--- config.mk ---
export PLATFORM = sky130hd
export DESIGN_NAME = wb_master_arbiter
export DESIGN_NICKNAME = d
export VERILOG_FILES = /design/src/rtl/wb_master_arbiter.sv
export SDC_FILE = /design/constraint.sdc
export NUM_CORES = 1
export LEC_CHECK = 0
export ABC_AREA = 1
export BUFFER_PORTS_ARGS = -buffer_cell sky130_fd_sc_hd__buf_2
export CAP_MARGIN = 20
export CORE_AREA = 2 2 125 127
export CTS_CLUSTER_DIAMETER = 80
export DETAILED_ROUTE_END_ITERATION = 10
export DIE_AREA = 0 0 127 129
export PLACE_DENSITY = 0.53
export SYNTH_ARGS = -nofsm -noshare
export SYNTH_HDL_FRONTEND = slang
export SYNTH_SLANG_ARGS = --single-unit
--- constraint.sdc ---
create_clock -name clk -period 5.4 [get_ports clk]
set_clock_uncertainty 0.2 [all_clocks]
set_input_delay 0.54 -clock clk [delete_from_list [all_inputs] [get_ports clk]]
set_output_delay 0.54 -clock clk [all_outputs]
set_load 0.05 [all_outputs]
--- src/rtl/wb_master_arbiter.sv ---
// Two-master, one-slave Wishbone B3 classic arbiter with fixed m0 priority,
// whole-cyc ownership and a watchdog that aborts accesses the slave never answers.
module wb_master_arbiter #(
  parameter int unsigned TIMEOUT = 255
) (
  input  logic        clk,
  input  logic        rst,
  input  logic        m0_cyc_i,
  input  logic        m0_stb_i,
  input  logic        m0_we_i,
  input  logic [3:0]  m0_sel_i,
  input  logic [31:0] m0_adr_i,
  input  logic [31:0] m0_dat_i,
  output logic [31:0] m0_dat_o,
  output logic        m0_ack_o,
  output logic        m0_err_o,
  input  logic        m1_cyc_i,
  input  logic        m1_stb_i,
  input  logic        m1_we_i,
  input  logic [3:0]  m1_sel_i,
  input  logic [31:0] m1_adr_i,
  input  logic [31:0] m1_dat_i,
  output logic [31:0] m1_dat_o,
  output logic        m1_ack_o,
  output logic        m1_err_o,
  output logic        s_cyc_o,
  output logic        s_stb_o,
  output logic        s_we_o,
  output logic [3:0]  s_sel_o,
  output logic [31:0] s_adr_o,
  output logic [31:0] s_dat_o,
  input  logic [31:0] s_dat_i,
  input  logic        s_ack_i,
  input  logic        s_err_i,
  output logic [1:0]  grant_o,
  output logic        timeout_o
);

  typedef enum logic [1:0] {IDLE, GRANT0, GRANT1, ABORT} state_t;

  localparam bit          WDOG_EN = (TIMEOUT != 0);
  localparam logic [15:0] LIMIT   = WDOG_EN ? 16'(TIMEOUT - 1) : 16'h0000;

  state_t      state_q, state_d;
  logic        owner_q, owner_d;  // last granted master, names the victim of an abort
  logic [15:0] cnt_q, cnt_d;
  logic        stall;

  // Read data is never gated; only ack/err identify the addressed master.
  assign m0_dat_o = s_dat_i;
  assign m1_dat_o = s_dat_i;

  always_comb begin
    // NOTE: every output and next-state value gets a default before the case,
    // so no path through the block leaves a variable unassigned (no latches).
    state_d   = state_q;
    owner_d   = owner_q;
    cnt_d     = '0;
    s_cyc_o   = 1'b0;
    s_stb_o   = 1'b0;
    s_we_o    = 1'b0;
    s_sel_o   = '0;
    s_adr_o   = '0;
    s_dat_o   = '0;
    m0_ack_o  = 1'b0;
    m0_err_o  = 1'b0;
    m1_ack_o  = 1'b0;
    m1_err_o  = 1'b0;
    grant_o   = 2'b00;
    timeout_o = 1'b0;
    stall     = 1'b0;

    unique case (state_q)
      IDLE: begin
        if (m0_cyc_i) begin
          state_d = GRANT0;
          owner_d = 1'b0;
        end else if (m1_cyc_i) begin
          state_d = GRANT1;
          owner_d = 1'b1;
        end
      end
      GRANT0: begin
        s_cyc_o  = m0_cyc_i;
        s_stb_o  = m0_stb_i;
        s_we_o   = m0_we_i;
        s_sel_o  = m0_sel_i;
        s_adr_o  = m0_adr_i;
        s_dat_o  = m0_dat_i;
        m0_ack_o = s_ack_i;
        m0_err_o = s_err_i;
        grant_o  = 2'b01;
      end
      GRANT1: begin
        s_cyc_o  = m1_cyc_i;
        s_stb_o  = m1_stb_i;
        s_we_o   = m1_we_i;
        s_sel_o  = m1_sel_i;
        s_adr_o  = m1_adr_i;
        s_dat_o  = m1_dat_i;
        m1_ack_o = s_ack_i;
        m1_err_o = s_err_i;
        grant_o  = 2'b10;
      end
      ABORT: begin
        timeout_o = 1'b1;
        m0_err_o  = ~owner_q;
        m1_err_o  = owner_q;
        state_d   = IDLE;
      end
      default: state_d = IDLE;
    endcase

    // Shared release and watchdog handling for both grant states; an ack or
    // err in the limit cycle wins over the abort.
    if (state_q == GRANT0 || state_q == GRANT1) begin
      stall = s_stb_o & ~s_ack_i & ~s_err_i;
      if (!s_cyc_o) begin
        state_d = IDLE;
      end else if (WDOG_EN && stall && cnt_q == LIMIT) begin
        state_d = ABORT;
      end else if (stall) begin
        cnt_d = cnt_q + 16'd1;
      end
    end
  end

  // NOTE: state registers use non-blocking assignments so every flop samples
  // the pre-edge values regardless of process ordering.
  always_ff @(posedge clk) begin
    if (rst) begin
      state_q <= IDLE;
      owner_q <= 1'b0;
      cnt_q   <= '0;
    end else begin
      state_q <= state_d;
      owner_q <= owner_d;
      cnt_q   <= cnt_d;
    end
  end

endmodule

==> metrics, run 1 <==
status completed; Die Span X around 130 microns; CP Buf/Inv Count 3; share of cells above drive strength 1 0.4211; Via density slightly above 4; post-route cell area about 3600 sq um; Via Count around 3300; warnings from Yosys 0; clk root buf clkbuf_16; Die Footprint between 15000 and 20000 sq um; Yosys reg bits 19; Hold Fails Final Rpt 0; initial antenna violation count 1; io pins 320; min cycle time layout 3.263 ns; Resize count post-CTS 0; worst path cell trace inv_1, ha_2, buf_4, nand2_1, a21oi_1, buf_2; Placer Congestion approximately 0.83; cell family with most CP delay buffers and inverters; Final Core Density 0.2374; Final Max Slew Viols 0; WP data arrival around 2.5 ns; Cells after Synth approximately 470; mux share of post-synthesis cell area 0; CP max FO 46; Worst-Margin Slew 0.7224 ns; Crit Path Class flop to output pin; clk buf depth 2; placed cell area 3476 sq um; Synth Area in Simple Gates 0.3986; largest family of logic cells by synthesized area simple AND/OR/NAND/NOR gates; clk sinks 19; Max VDD drop approximately 0.13 mV; Cell variety after synth 32; slowest cell on the critical path ha_2; Total Neg Setup Slack 0 ns; Filler Cells Inserted between 1500 and 2000; crit start category flop; Placed Cells between 700 and 800; TritonCTS clock tree built; postcts setup bufs 0; Avg Cell Area, Syn ~5.7 sq um; Die H between 100 and 150 microns; Final Routed Wirelength between 10000 and 15000 microns; Pre-antenna DRT Iters 4; Total Nets Final 802; Slew HR 0.5184; Final Cycle Share 0.6042; vias in the first global route around 2900; post-synthesis xor/xnor area fraction 0.01632; Starting Density 0.1792; top-area cell type share of the netlist area 0.2671; total gr overflow 0; largest net degree at the start of global routing between 40 and 50; DRT iter0 DRCs about 180; # Max-Cap Violations 0; core area ~15000 sq um; antenna-violating nets left 0; Synth Cell Area between 2000 and 3000 sq um; fin worst setup slack approximately 2.1 ns; met1 usage 0.1535; total CTS buffers 3; Port Buffer Count ~220; row count between 40 and 50; Final setup viols 0; Critical Path Max Stage Delay about 0.60 ns; DRC Markers 0; GR peak layer met2; Total Power about 0.59 mW; Leakage around 1.7 nW; largest cells by area after synthesis nand2_1 (27%), buf_4 (18%), dfxtp_1 (14%), a21oi_1 (13%), ha_1 (3.7%); latest clock arrival within the worst-skew pair between 0.2 and 0.3 ns; adder-cell share of the synthesized area 0.03730; final antenna diode count 0; Max Clock Freq 306.5 MHz; post-synthesis compound-gate area fraction 0.1510; Worst Hold Class flop to flop; post-detailed-route wirelength per cell about 15 microns; CTS clock-pin slew for the worst setup and hold paths ~0.060 ns; post-DP HPWL roughly 9600 microns; Critical Path RT ~4.7 ns; Seq/Total Area, Yosys 0.1417; post-synth top area cell nand2_1; Syn Nets 659; crit path capture type output pin; first-pass GRT wire length between 15000 and 20000 microns; commonest non-fill, non-tap cell in the layout buf_2; hold_buf cts 0; most frequent cells in the layout buf_2 (223), nand2_1 (191), a21oi_1 (70); worst hold slack between 0.2 and 0.3 ns; Non-Filler Instances 803; total global-route track usage 0.1260; Power Dens Cells 165.4 nW/um^2; routing usage on met3 0.06570; met2 usage 0.2065; H-Tree Level Count 1; area delta synth->final 32.49%; RSZ-0062 raised after global routing no; Setup WS pre-CTS between 2 and 2.5 ns
==> synthesized netlist by cell type, drive strengths merged <==
master,count
nor3,4
o21ai,5
a21oi,70
xnor2,1
ha,8
nor3b,1
dfxtp,19
or2,2
clkbuf,19
nand2,192
nand4,2
nand3,8
xor2,4
a31oi,1
o211ai,1
inv,26
nor4,1
a211oi,1
buf,69
a31o,1
nor2,38
==> state kept, by name, indices dropped and copies added (netlist names) <==
register / cells
state_q: 2
owner_q: 1
cnt_q: 16
==> cell type report <==
cell class	count	area, sq um	area share
inverters	26	97.59	0.02745
clock buffers	3	75.07	0.02111
clock inverters	1	5.005	0.001407
repair buffers	226	1139	0.3202
flip-flops and latches	19	380.4	0.1070
multi-input cells	340	1624	0.4567
well taps	188	235.2	0.06615
==> per-layer routing <==
metal  vias up  share of wire
met3         8           0.13
met2       194           0.47
met5         -         0.0011
met1      1416           0.40
li1       1701              -
met4         2         0.0037
==> worst paths after layout <==
check	startpoint	end	slack [ns]	cells after the start
setup / recovery	state_q[0]	s_dat_o[1]	2.14	6
hold / removal	cnt_q[0]	cnt_q[0]	0.28	1
setup reg to reg	state_q[1]	cnt_q[15]	2.77	10
hold reg to reg	cnt_q[0]	cnt_q[0]	0.28	1
==> power by group <==
| part | internal, mW | total (mW) | switching [mW] | leakage (nW) |
|---|---|---|---|---|
| logic | 0.0812 | 0.290 | 0.209 | 1.52 |
| registers | 0.142 | 0.145 | 0.00222 | 0.153 |
| clock network | 0.0993 | 0.153 | 0.0539 | 0.0409 |
| total | 0.323 | 0.588 | 0.265 | 1.72 |
==> worst reg2reg max path: cells and delay by family (launching register included) <==
kind	cells	cell delay [ns]
adders and majority gates	1	0.66
and+or+nand+nor	7	0.99
DFF	1	0.34
buffers and inverters	2	0.38
==> logic make-up after synthesis <==
| family | after synthesis |
|---|---|
| AO/OA/AOI/OAI | 79 |
| XOR/XNOR | 5 |
| adder cells (fa/ha/maj) | 8 |
| buffers and inverters | 114 |
| flip-flops | 19 |
| AND/OR/NAND/NOR | 248 |
Note: power is estimated with default switching activity, not from simulation.
==> run 2, diff against run 1 <==
Settings changed: CORE_AREA 2 2 125 127 to 2 2 123 125, DIE_AREA 0 0 127 129 to 0 0 125 127, PLACE_DENSITY 0.53 to 0.54.
Clock period 5.4 ns to 3.3 ns, I/O delays scaled along.
==> run 2 against run 1 <==
Clock power is 70% higher. Critical path depth stayed put. First-iteration DRC count is 31% lower. Largest cell class unchanged. Hold slack worse by 0.18 ns. Register-to-register slack worse by 1.8 ns. Non-clock buffer count is 5 higher. Setup slack worse by 1.5 ns.
==> metrics, run 2 (synthesis gave the netlist of run 1 again) <==
status completed; total CTS buffers 3 (unchanged); Biggest register cnt_q; CP Launch Point state_q[1]; Die H 127 microns (-1.6%); Total Neg Setup Slack 0 ns (unchanged); total gr overflow 0 (unchanged); Flop pwr share 0.237 (-0.009); Worst Hold Class input port to flop; TritonCTS clock tree built; min cycle time layout around 2.7 ns; DRC Markers 0 (unchanged); Slew HR 0.7020 (+0.1836); Die Span X 125 microns (-1.6%); Via density 4.260 (+3.0%); antenna-violating nets left 0 (unchanged); # Max-Cap Violations 0 (unchanged); largest net degree at the start of global routing 43 (-8.5%); combinational power share 0.504 (+0.010); worst r2r src state_q[0]; postcts setup bufs 0 (unchanged); Crit Path Class flop to output pin; Final Cycle Share 0.8122; Final Max Slew Viols 0 (unchanged); total global-route track usage 0.1589 (+0.03292); clk buf depth 2 (unchanged); Starting Density 0.1861 (+0.006871); top flop regs cnt_q x16, state_q x2, owner_q x1; Worst R2R End cnt_q[13]; Pint 0.5416 mW (+68%); commonest non-fill, non-tap cell in the layout buf_2; Via Count 3425 (+3.1%); H-Tree Level Count 1 (unchanged); Non-Filler Instances 804 (+0.12%); storage element area 380.4 sq um (unchanged); Max Clock Freq 373.1 MHz; clk root buf clkbuf_16; latest clock arrival within the worst-skew pair 0.25 ns (about the same); Final setup viols 0 (unchanged); share of cells above drive strength 1 0.4258 (+0.004668); Clk pwr share 0.259 (about the same); Worst-Margin Slew 0.4470 ns (-0.2754 ns); Placed Cells 800 (+0.13%); initial antenna violation count 0 (-1); row count 44 (-2.2%); CP max FO 22 (-52%); Sw Share 0.4586 (+0.007586); io pins 320 (unchanged); RSZ-0062 raised after global routing no; CTS clock-pin slew for the worst setup and hold paths 0.06 ns (about the same); Resize count post-CTS 0 (unchanged); Critical Path RT 2.77 ns (-1.89 ns); crit path capture type output pin; Port Buffer Count 223 (unchanged); r2r worst-path depth 10 (unchanged); Die Footprint 15880 sq um (-3.1%); Total Nets Final 807 (+0.62%); most frequent cells in the layout buf_2 (223), nand2_1 (191), a21oi_1 (70); DRT iter0 DRCs 123 (-31%); WP data arrival 2.15 ns (-0.37 ns); final antenna diode count 0 (unchanged); core area 14420 sq um (-3.7%); hold_buf cts 0 (unchanged); Pre-antenna DRT Iters 4 (unchanged); crit start category flop; area delta synth->final 34.27%; vias in the first global route 3275 (+13%); first-pass GRT wire length 19480 microns (+20%); number of flip-flops in the largest register 16 (unchanged); NetSw 0.4587 mW (+73%); CP Capture Point s_adr_o[16]; reg2reg setup slack 0.96 ns (-1.81 ns); Leakage 1.741 nW (+1.3%); post-DP HPWL 11730 microns (+22%); Filler Cells Inserted 1703 (-3.2%); Final Routed Wirelength 13660 microns (+17%); post-detailed-route wirelength per cell 16.98 microns (+16%); Hold Fails Final Rpt 0 (unchanged); Power Dens Cells 277.6 nW/um^2 (+68%); clk sinks 19 (unchanged); footprint of the multi-input gates 1624 sq um (unchanged); Final Core Density 0.2498 (+0.01240); Max VDD drop 0.1669 mV (+31%); Placer Congestion 0.8089 (-2.8%)
## run 2: cell count changes in the layout (fill, tap and decap cells not counted), sizes merged
cell      previous run  this run
clkinvlp             0         1
clkinv               1         0
buf                226       231
## run 2: final cells by class
type | instances | area share
flip-flops and latches | 19 | 0.1056
clock inverters | 1 | 0.002083
multi-input cells | 340 | 0.4507
clock buffers | 3 | 0.02083
well taps | 184 | 0.06389
inverters | 26 | 0.02708
repair buffers | 231 | 0.3299
## run 2: power by group through the flow
stage	combinational [mW]	clock, mW	sequential (mW)
after floorplan	0.515	0	0.241
after global placement	0.514	0	0.242
after detailed placement	0.511	0	0.242
after CTS	0.514	0.264	0.237
after global routing	0.549	0.277	0.237
final	0.504	0.260	0.237
## run 2: worst min-delay path by stage
stage | startpoint | end | slack [ns] | cells after the start
2_1_floorplan | rst | owner_q | 0.21 | 1
3_3_place_gp | cnt_q[0] | cnt_q[0] | 0.27 | 1
3_5_place_dp | cnt_q[0] | cnt_q[0] | 0.27 | 1
4_1_cts | m0_cyc_i | owner_q | 0.10 | 2
5_1_grt | m0_cyc_i | owner_q | 0.10 | 2
6_report | m0_cyc_i | owner_q | 0.10 | 2
## run 2: layer usage
metal,routed length (microns),GRT usage,vias up,share of wire
li1,-,-,1708,-
met1,6092,0.2239,1485,0.45
met2,5482,0.2276,223,0.40
met3,1981,0.07705,9,0.15
met4,99,0.01307,0,0.0073
met5,0,0,-,0
## run 2: worst max-delay path: stages (launching register included)
cell,delay [ns]
dfxtp_1,0.41
inv_1,0.12
ha_1,0.34
inv_2,0.18
buf_4,0.27
a21oi_1,0.26
buf_2,0.32
## run 2: per-stage QoR
step                      hold slack (ns)  worst slack, ns  power (mW)  cell area, sq um
after global placement             0.2689           0.8643      0.7556              3521
after CTS                          0.1035           0.5671       1.015              3603
after detailed placement           0.2719           0.8516      0.7533              3521
final                              0.1008           0.6196       1.000              3603
after global routing               0.1041           0.4945       1.063              3603
after floorplan                    0.2085           0.7228      0.7553              2684
